`config.mk`:
```
export PLATFORM = sky130hd
export DESIGN_NAME = cipher_lane_pipe
export DESIGN_NICKNAME = d
export VERILOG_FILES = /design/src/rtl/cipher_lane_pipe.sv
export SDC_FILE = /design/constraint.sdc
export NUM_CORES = 2
export LEC_CHECK = 0
export ABC_AREA = 0
export BUFFER_PORTS_ARGS = -buffer_cell sky130_fd_sc_hd__buf_4
export CAP_MARGIN = 20
export CORE_AREA = 3 3 388 428
export DETAILED_ROUTE_END_ITERATION = 12
export DIE_AREA = 0 0 391 431
export GPL_TIMING_DRIVEN = 0
export PLACE_DENSITY = 0.48
export SYNTH_ARGS = -nofsm -noshare
export SYNTH_HDL_FRONTEND = slang
export SYNTH_SLANG_ARGS = --single-unit
```
`constraint.sdc`:
```
create_clock -name clk -period 7.1 [get_ports clk]
set_clock_uncertainty 0.2 [all_clocks]
set_input_delay 0.71 -clock clk [delete_from_list [all_inputs] [get_ports clk]]
set_output_delay 0.71 -clock clk [all_outputs]
set_load 0.02 [all_outputs]
```
`src/rtl/cipher_lane_pipe.sv`:
```
// Keyed ARX cipher lane: NUM_ROUNDS stages with per-stage valid/ready, one round per stage.
// Define CIPHER_LANE_STATS_EN to add the blk_in_cnt/stall_cnt counter ports.
module cipher_lane_pipe #(
  parameter int BLOCK_WIDTH  = 32,
  parameter int SEQ_ID_WIDTH = 8,
  parameter int NUM_ROUNDS   = 8,
  parameter int ROT          = 3,
  parameter int KEY_IDX_W    = (NUM_ROUNDS > 1) ? $clog2(NUM_ROUNDS) : 1
) (
  input  logic                    clk,
  input  logic                    rst_n,
  input  logic [BLOCK_WIDTH-1:0]  data_in,
  input  logic [SEQ_ID_WIDTH-1:0] seq_id_in,
  input  logic                    mode_in,
  input  logic                    data_in_valid,
  output logic                    data_in_ready,
  output logic [BLOCK_WIDTH-1:0]  data_out,
  output logic [SEQ_ID_WIDTH-1:0] seq_id_out,
  output logic                    mode_out,
  output logic                    data_out_valid,
  input  logic                    data_out_ready,
  input  logic                    key_wr_en,
  input  logic [KEY_IDX_W-1:0]    key_wr_idx,
  input  logic [BLOCK_WIDTH-1:0]  key_wr_data,
  output logic                    key_wr_ready,
  output logic                    busy
`ifdef CIPHER_LANE_STATS_EN
  ,
  output logic [31:0]             blk_in_cnt,
  output logic [31:0]             stall_cnt
`endif
);

  function automatic logic [BLOCK_WIDTH-1:0] enc_round(input logic [BLOCK_WIDTH-1:0] x,
                                                       input logic [BLOCK_WIDTH-1:0] k);
    logic [BLOCK_WIDTH-1:0] t;
    t = (x ^ k) + k;
    return (t << ROT) | (t >> (BLOCK_WIDTH - ROT));
  endfunction

  function automatic logic [BLOCK_WIDTH-1:0] dec_round(input logic [BLOCK_WIDTH-1:0] y,
                                                       input logic [BLOCK_WIDTH-1:0] k);
    logic [BLOCK_WIDTH-1:0] t;
    t = (y >> ROT) | (y << (BLOCK_WIDTH - ROT));
    return (t - k) ^ k;
  endfunction

  logic [BLOCK_WIDTH-1:0]  data_q [NUM_ROUNDS];
  logic [BLOCK_WIDTH-1:0]  data_d [NUM_ROUNDS];
  logic [SEQ_ID_WIDTH-1:0] seq_q  [NUM_ROUNDS];
  logic [SEQ_ID_WIDTH-1:0] seq_d  [NUM_ROUNDS];
  logic [BLOCK_WIDTH-1:0]  key_q  [NUM_ROUNDS];
  logic [BLOCK_WIDTH-1:0]  key_d  [NUM_ROUNDS];
  logic [NUM_ROUNDS-1:0]   vld_q, vld_d, mode_q, mode_d;
  logic [NUM_ROUNDS-1:0]   rdy;

  logic [BLOCK_WIDTH-1:0]  in_dat  [NUM_ROUNDS];
  logic [SEQ_ID_WIDTH-1:0] in_seq  [NUM_ROUNDS];
  logic [NUM_ROUNDS-1:0]   in_mode, in_vld;

  // A stage is blocked only if it and every stage after it are full and the output is stalled.
  always_comb begin
    logic full;
    rdy  = '0;
    full = !data_out_ready;
    for (int i = NUM_ROUNDS - 1; i >= 0; i--) begin
      full   = full & vld_q[i];
      rdy[i] = !full;
    end
  end

  always_comb begin
    in_dat[0]  = data_in;
    in_seq[0]  = seq_id_in;
    in_mode[0] = mode_in;
    in_vld[0]  = data_in_valid;
    for (int i = 1; i < NUM_ROUNDS; i++) begin
      in_dat[i]  = data_q[i-1];
      in_seq[i]  = seq_q[i-1];
      in_mode[i] = mode_q[i-1];
      in_vld[i]  = vld_q[i-1];
    end
  end

  always_comb begin
    for (int i = 0; i < NUM_ROUNDS; i++) begin
      data_d[i] = data_q[i];
      seq_d[i]  = seq_q[i];
      mode_d[i] = mode_q[i];
      vld_d[i]  = vld_q[i];
      if (rdy[i]) begin
        vld_d[i] = in_vld[i];
        if (in_vld[i]) begin
          // Decrypt walks the key schedule backwards so it undoes encrypt round by round.
          data_d[i] = in_mode[i] ? dec_round(in_dat[i], key_q[NUM_ROUNDS-1-i])
                                 : enc_round(in_dat[i], key_q[i]);
          seq_d[i]  = in_seq[i];
          mode_d[i] = in_mode[i];
        end
      end
    end
  end

  assign busy         = |vld_q;
  assign key_wr_ready = !busy && !data_in_valid;

  // Out-of-range indices match no slot, so the write is handshaken but dropped.
  always_comb begin
    for (int k = 0; k < NUM_ROUNDS; k++) begin
      key_d[k] = key_q[k];
      if (key_wr_en && key_wr_ready && (key_wr_idx == KEY_IDX_W'(k))) begin
        key_d[k] = key_wr_data;
      end
    end
  end

  always_ff @(posedge clk or negedge rst_n) begin
    if (!rst_n) begin
      vld_q  <= '0;
      mode_q <= '0;
      for (int i = 0; i < NUM_ROUNDS; i++) begin
        data_q[i] <= '0;
        seq_q[i]  <= '0;
        key_q[i]  <= '0;
      end
    end else begin
      vld_q  <= vld_d;
      mode_q <= mode_d;
      for (int i = 0; i < NUM_ROUNDS; i++) begin
        data_q[i] <= data_d[i];
        seq_q[i]  <= seq_d[i];
        key_q[i]  <= key_d[i];
      end
    end
  end

  assign data_in_ready  = rdy[0];
  assign data_out       = data_q[NUM_ROUNDS-1];
  assign seq_id_out     = seq_q[NUM_ROUNDS-1];
  assign mode_out       = mode_q[NUM_ROUNDS-1];
  assign data_out_valid = vld_q[NUM_ROUNDS-1];

`ifdef CIPHER_LANE_STATS_EN
  logic [31:0] blk_in_cnt_q, stall_cnt_q;

  always_ff @(posedge clk or negedge rst_n) begin
    if (!rst_n) begin
      blk_in_cnt_q <= '0;
      stall_cnt_q  <= '0;
    end else begin
      if (data_in_valid && rdy[0]) blk_in_cnt_q <= blk_in_cnt_q + 32'd1;
      if (data_out_valid && !data_out_ready) stall_cnt_q <= stall_cnt_q + 32'd1;
    end
  end

  assign blk_in_cnt = blk_in_cnt_q;
  assign stall_cnt  = stall_cnt_q;
`endif

endmodule

```
# After elaboration in Yosys (flattened, before gate mapping)
# Index checks and enable logic that the tools add are counted.
# word_totals
reg_bits	592
input_bits	81
out_inout_bits	45
word_cells	143
# op_classes
addsub	16
n_eq_ne	7
mux	8
bitwise_logic	48
reduce_logical	24
# op_table
op	n
32-bit XOR	16
32-bit adder	8
32-bit 2-to-1 mux	8
29-bit by 32-bit OR with 32-bit output	8
32-bit by 3-bit OR with 32-bit output	8
32-bit subtractor	8
2-bit AND reduction	8
3-bit equality test, second input constant	4
1-bit logical AND	10
1-bit bitwise AND	8
1-bit NOT	8
8-bit OR reduction	1
3-bit by 2-bit equality test with 1-bit output, second input constant	2
1-bit logical NOT	4
3-bit by 1-bit equality test with 1-bit output, second input constant	1
3-bit logical NOT	1

# Longest topological paths before layout
# depth
ltp_word	11
depth_mapped	14
depth_no_buf	14

# Worst setup path before layout
# No wires, ideal clock.
# synth_path
path_type	register -> register
from	register key_q[128] in the netlist's numbering
to	register data_q[124] in the netlist's numbering
setup_time_ns	0.147
t_arrival_ns	3.312
t_required_ns	6.753
path_slack_ns	3.442
stages_incl_launch_ff	14
n_path_buf	0
synth_period_minus_slack_ns	3.658
cell_sequence	dfrtp_1 -> ha_1 -> fa_1 -> and2b_1 -> o211ai_1 -> a21boi_0 -> a41o_1 -> a31o_2 -> a2111oi_0 -> o311ai_0 -> a21oi_1 -> o21ai_0 -> mux2i_1 -> a221oi_1
# synth_via
elab_chain_cells	3
# synth_lines
item	line_no	text
start: declaration	52	logic [BLOCK_WIDTH-1:0] key_q [NUM_ROUNDS];
start signal: indexed assignment	132	key_q[i] <= key_d[i];
32-bit subtractor	45	return (t - k) ^ k;
32-bit XOR	45	
32-bit 2-to-1 mux	95	data_d[i] = in_mode[i] ? dec_round(in_dat[i], key_q[NUM_ROUNDS-1-i])
end signal: indexed assignment	130	data_q[i] <= data_d[i];
end: declaration	48	logic [BLOCK_WIDTH-1:0] data_q [NUM_ROUNDS];
# No other way between the ends.
# A chain may end at the register's enable or synchronous reset.

# Worst setup path after layout
# layout_path
from	register data_q[34] in the netlist's numbering
to	register data_q (netlist bit data_out[2])
# layout_via
elab_chain_cells	4
# layout_lines
item	line_no	text
32-bit XOR	37	t = (x ^ k) + k;
32-bit adder	37	
32-bit by 3-bit OR with 32-bit output	38	return (t << ROT) | (t >> (BLOCK_WIDTH - ROT));
32-bit 2-to-1 mux	95	
# No other way between the ends.

==> impl_metrics.py <==
metrics = {
    "floorplanning": {
        "die-area_um2": 169000,
        "start_util_pct": 32.9,
        "core-area_um2": 162000,
        "rows": 155,
        "die_y_um": 431,
        "io_pins": 126,
        "die_x_um": 391,
    },
    "worst_setup_path": {
        "path_class": "reg -> reg",
        "crit-reg2reg-launch": "data_q[34]",
        "cp.required_ns": 7.47,
        "cp.arrival_ns": 5.57,
        "rrSetupSlack_ns": 1.90,
        "critPathLaunchType": "flip-flop",
        "reg2reg_to": "data_out[2]",
        "cp-end-kind": "flip-flop",
        "crit_fanout": 3,
        "rr_worst_depth": 13,
    },
    "placed_design": {
        "gp_congestion": 0.933,
        "port_buffers": 121,
        "placed_area_um2": 57200,
        "place_inst": 8651,
        "dpl.hpwl_mm": 178,
    },
    "synth": {
        "synth_top_cell_area_share_pct": 27.4,
        "synth_edf_count": 0,
        "synth_simple_gate_area_share_pct": 13.4,
        "syn_inst": 6401,
        "yosys_most_used_dff": "dfrtp_1",
        "ys_warn_count": 0,
        "synthMuxAreaShare_pct": 5.39,
        "ys_ff_latch": 584,
        "avgSynthCellArea_um2": 8.34,
        "seq_area_frac_synth_pct": 27.4,
        "synthesis.nets": 6986,
        "synth-adder-area-share_pct": 11.9,
        "synthXorXnorAreaFrac_pct": 15.7,
        "synth_compound_area_share_pct": 20.4,
        "async_flop_share_pct": 100,
        "synth.distinct_cells": 97,
        "synth_area_leaders": "dfrtp_1 27%, ha_1 12%, xnor2_1 10%, nand2_1 5.6%, xor2_1 5.2%",
        "synth_top_family_by_area": "compound AO/OA/AOI/OAI gates",
        "yosysTopAreaCell": "dfrtp_1",
        "syn-cell-area_um2": 53400,
    },
    "timing": {
        "hold_slack_ns": 0.0682,
        "finalCriticalPeriod_ns": 5.20,
        "post-route-period-util_pct": 73.2,
        "maxSlewHeadroom_pct": 22.2,
        "grt_setup_unrepaired": "no",
        "drv_slew": 0,
        "fmax_ghz": 0.192,
        "tightestPinTransition_ns": 1.16,
        "finalSetupViolCount": 0,
        "finalHoldViolCount": 0,
    },
    "layout": {
        "nNetsFinal": 7209,
        "stdcell_area_um2": 60200,
        "multi_input_area_um2": 35700,
        "regArea_um2": 14600,
        "fin_cells": 8824,
        "layout-drive-gt1-share_pct": 7.93,
        "fillCellCount": 17000,
        "area_delta_synth_final_pct": 12.7,
    },
    "route": {
        "num_vias": 47200,
        "routedWlPerCell_um": 24.3,
        "dr_wl_met2_mm": 104,
        "viasPerCell": 5.35,
        "drt-total-wl_mm": 214,
        "post-route-drc-count": 0,
        "drt-pass1-iter-count": 6,
        "route.met3.wl_mm": 7.05,
        "top_layer": "met4",
        "final_antenna_net_count": 0,
        "drt_iter0_drc": 2895,
        "routedLengthMet1_mm": 91.8,
    },
    "worst_hold_path": {
        "min_to": "vld_q[0]",
        "hold_path_class": "in -> reg",
        "hold_path_startpoint": "data_in_valid",
        "hold_depth": 2,
    },
    "global_route": {
        "grt_overflow": 0,
        "grt_pass1_wl_mm": 313,
        "grt_max_degree": 107,
        "track_usage_pct": 25.0,
        "antenna_found_initial": 5,
        "grt_pass1_vias": 47400,
    },
    "clocking": {
        "cts_made_buffers": 81,
        "cts-root-buf": "clkbuf_16",
        "clk_path_buf_depth": 3,
        "cts_setup_buffers": 0,
        "cts_max_level": 3,
        "cts_tree": "yes",
        "clkSinkCount": 584,
        "clk_latency_ns": 0.71,
        "clkTransAtPathRegs_ns": 0.06,
    },
    "pwr": {
        "power.share.combinational_pct": 53.4,
        "seqPwrFrac_pct": 25.5,
        "p_switching_mw": 10.2,
        "intPower_mw": 11.2,
        "clock_power_share_pct": 21.1,
        "power_density_nw_per_um2": 357,
        "p_total_mw": 21.5,
        "switching_share_pct": 47.7,
        "ir_drop_mv": 0.241,
        "leakagePower_nw": 27.2,
    },
    "job": {
        "maxCapViolCount": 0,
    },
    "outcome": {
        "status": "completed",
    },
}
[layout by cell type (no fill, tap or decap), types with 34 or more instances in the layout]
cell | netlist | layout
a211oi_1 | 99 | 99
a21o_1 | 159 | 159
a21oi_1 | 379 | 379
a221oi_1 | 38 | 38
a31oi_1 | 92 | 92
and2_1 | 34 | 34
and3_1 | 35 | 35
buf_4 | 32 | 153
clkbuf_1 | 165 | 177
clkbuf_16 | 0 | 82
dfrtp_1 | 584 | 584
ha_1 | 496 | 496
inv_1 | 566 | 566
mux2_2 | 150 | 150
mux2i_1 | 119 | 119
nand2_1 | 803 | 803
nand2b_1 | 55 | 55
nand3_1 | 87 | 87
nor2_1 | 327 | 327
nor2b_1 | 49 | 49
nor3_1 | 67 | 66
o211ai_1 | 81 | 81
o21a_1 | 37 | 37
o21ai_0 | 481 | 481
o31ai_1 | 53 | 53
xnor2_1 | 637 | 637
xor2_1 | 318 | 318
[final cells by class]
type                            count  share of cell area (%)
Clock buffer                      113                    3.92
Timing Repair Buffer              140                    2.05
Multi-Input combinational cell   5029                    59.3
Tap cell                         2119                    4.40
Clock inverter                     38                   0.848
Buffer                            221                    1.61
Sequential cell                   584                    24.3
Inverter                          567                    3.53
Antenna cell                       13                  0.0540
[worst max-delay path by stage]
stage                       end        start  cells past startpoint
finish              data_out[2]   data_q[34]                     13
global route        data_q[162]  data_q[194]                     13
CTS                  data_q[33]   data_q[66]                     13
detailed placement  data_q[226]   data_in[2]                     14
global placement    data_q[158]        rst_n                      1
floorplan           data_q[124]   key_q[128]                     13
[flip-flops by register name (all words and copies together), names as in the netlist]
register and count:
data_out 32, data_q 224, in_seq 56, key_q 248, mode_q 8, seq_id_out 8
vld_q 8
[logic make-up after synthesis]
| family | after synthesis |
|---|---|
| AOI/OAI and AO/OA | 1695 |
| and+or+nand+nor | 1604 |
| xor gates and xnor gates | 957 |
| buffers and inverters | 788 |
| DFF | 584 |
| adders and majority gates | 504 |
| muxes | 269 |
[synth_stat cells (99+ instances only)]
| master | n |
|---|---|
| nor2_1 | 327 |
| xnor2_1 | 637 |
| nand2_1 | 803 |
| ha_1 | 496 |
| a21oi_1 | 379 |
| mux2i_1 | 119 |
| a211oi_1 | 99 |
| o21ai_0 | 481 |
| clkbuf_1 | 165 |
| inv_1 | 566 |
| xor2_1 | 318 |
| mux2_2 | 150 |
| dfrtp_1 | 584 |
| a21o_1 | 159 |
[through the flow]
stage                TNS, ns  util, %  setup slack (ns)
finish                     0     37.1              1.90
floorplan                  0        -              3.44
global placement    -1268.68     35.1             -2.36
global route               0     37.1              1.73
CTS                        0     37.1              1.85
detailed placement         0     35.3              1.86
[worst max-delay path: stages (launching register included)]
cell and delay [ns]:
dfrtp_1 0.73, inv_1 0.43, ha_1 0.44, xnor2_1 0.14, a31oi_1 0.14, o31ai_1 0.44
a21oi_1 0.13, a311oi_1 0.89, o21ai_0 0.19, nand3_1 0.23, a21oi_1 0.17, nor4_1 0.40
mux2i_1 0.18, a221o_1 0.34
[per-layer routing]
metal	GRT usage [%]	vias up
met2	44.2	1029
met5	0	-
met1	30.9	23000
met4	10.9	0
met3	2.20	296
li1	-	22800
[power by group through the flow]
stage,clock network (mW),registers [mW],logic (mW)
after CTS,4.66,5.46,11.5
final,4.54,5.48,11.5
after global routing,4.77,5.56,12.6
after detailed placement,0,5.50,11.4
after floorplan,0,4.78,8.01
after global placement,0,5.51,11.3
[timing repair]
item | 4_1_cts | 5_1_grt
hold endpoints to repair | 106 | 0
resized for setup | 0 | 0
hold buffers | 9 | 0
No activity file was read; power rests on OpenSTA's default activity.
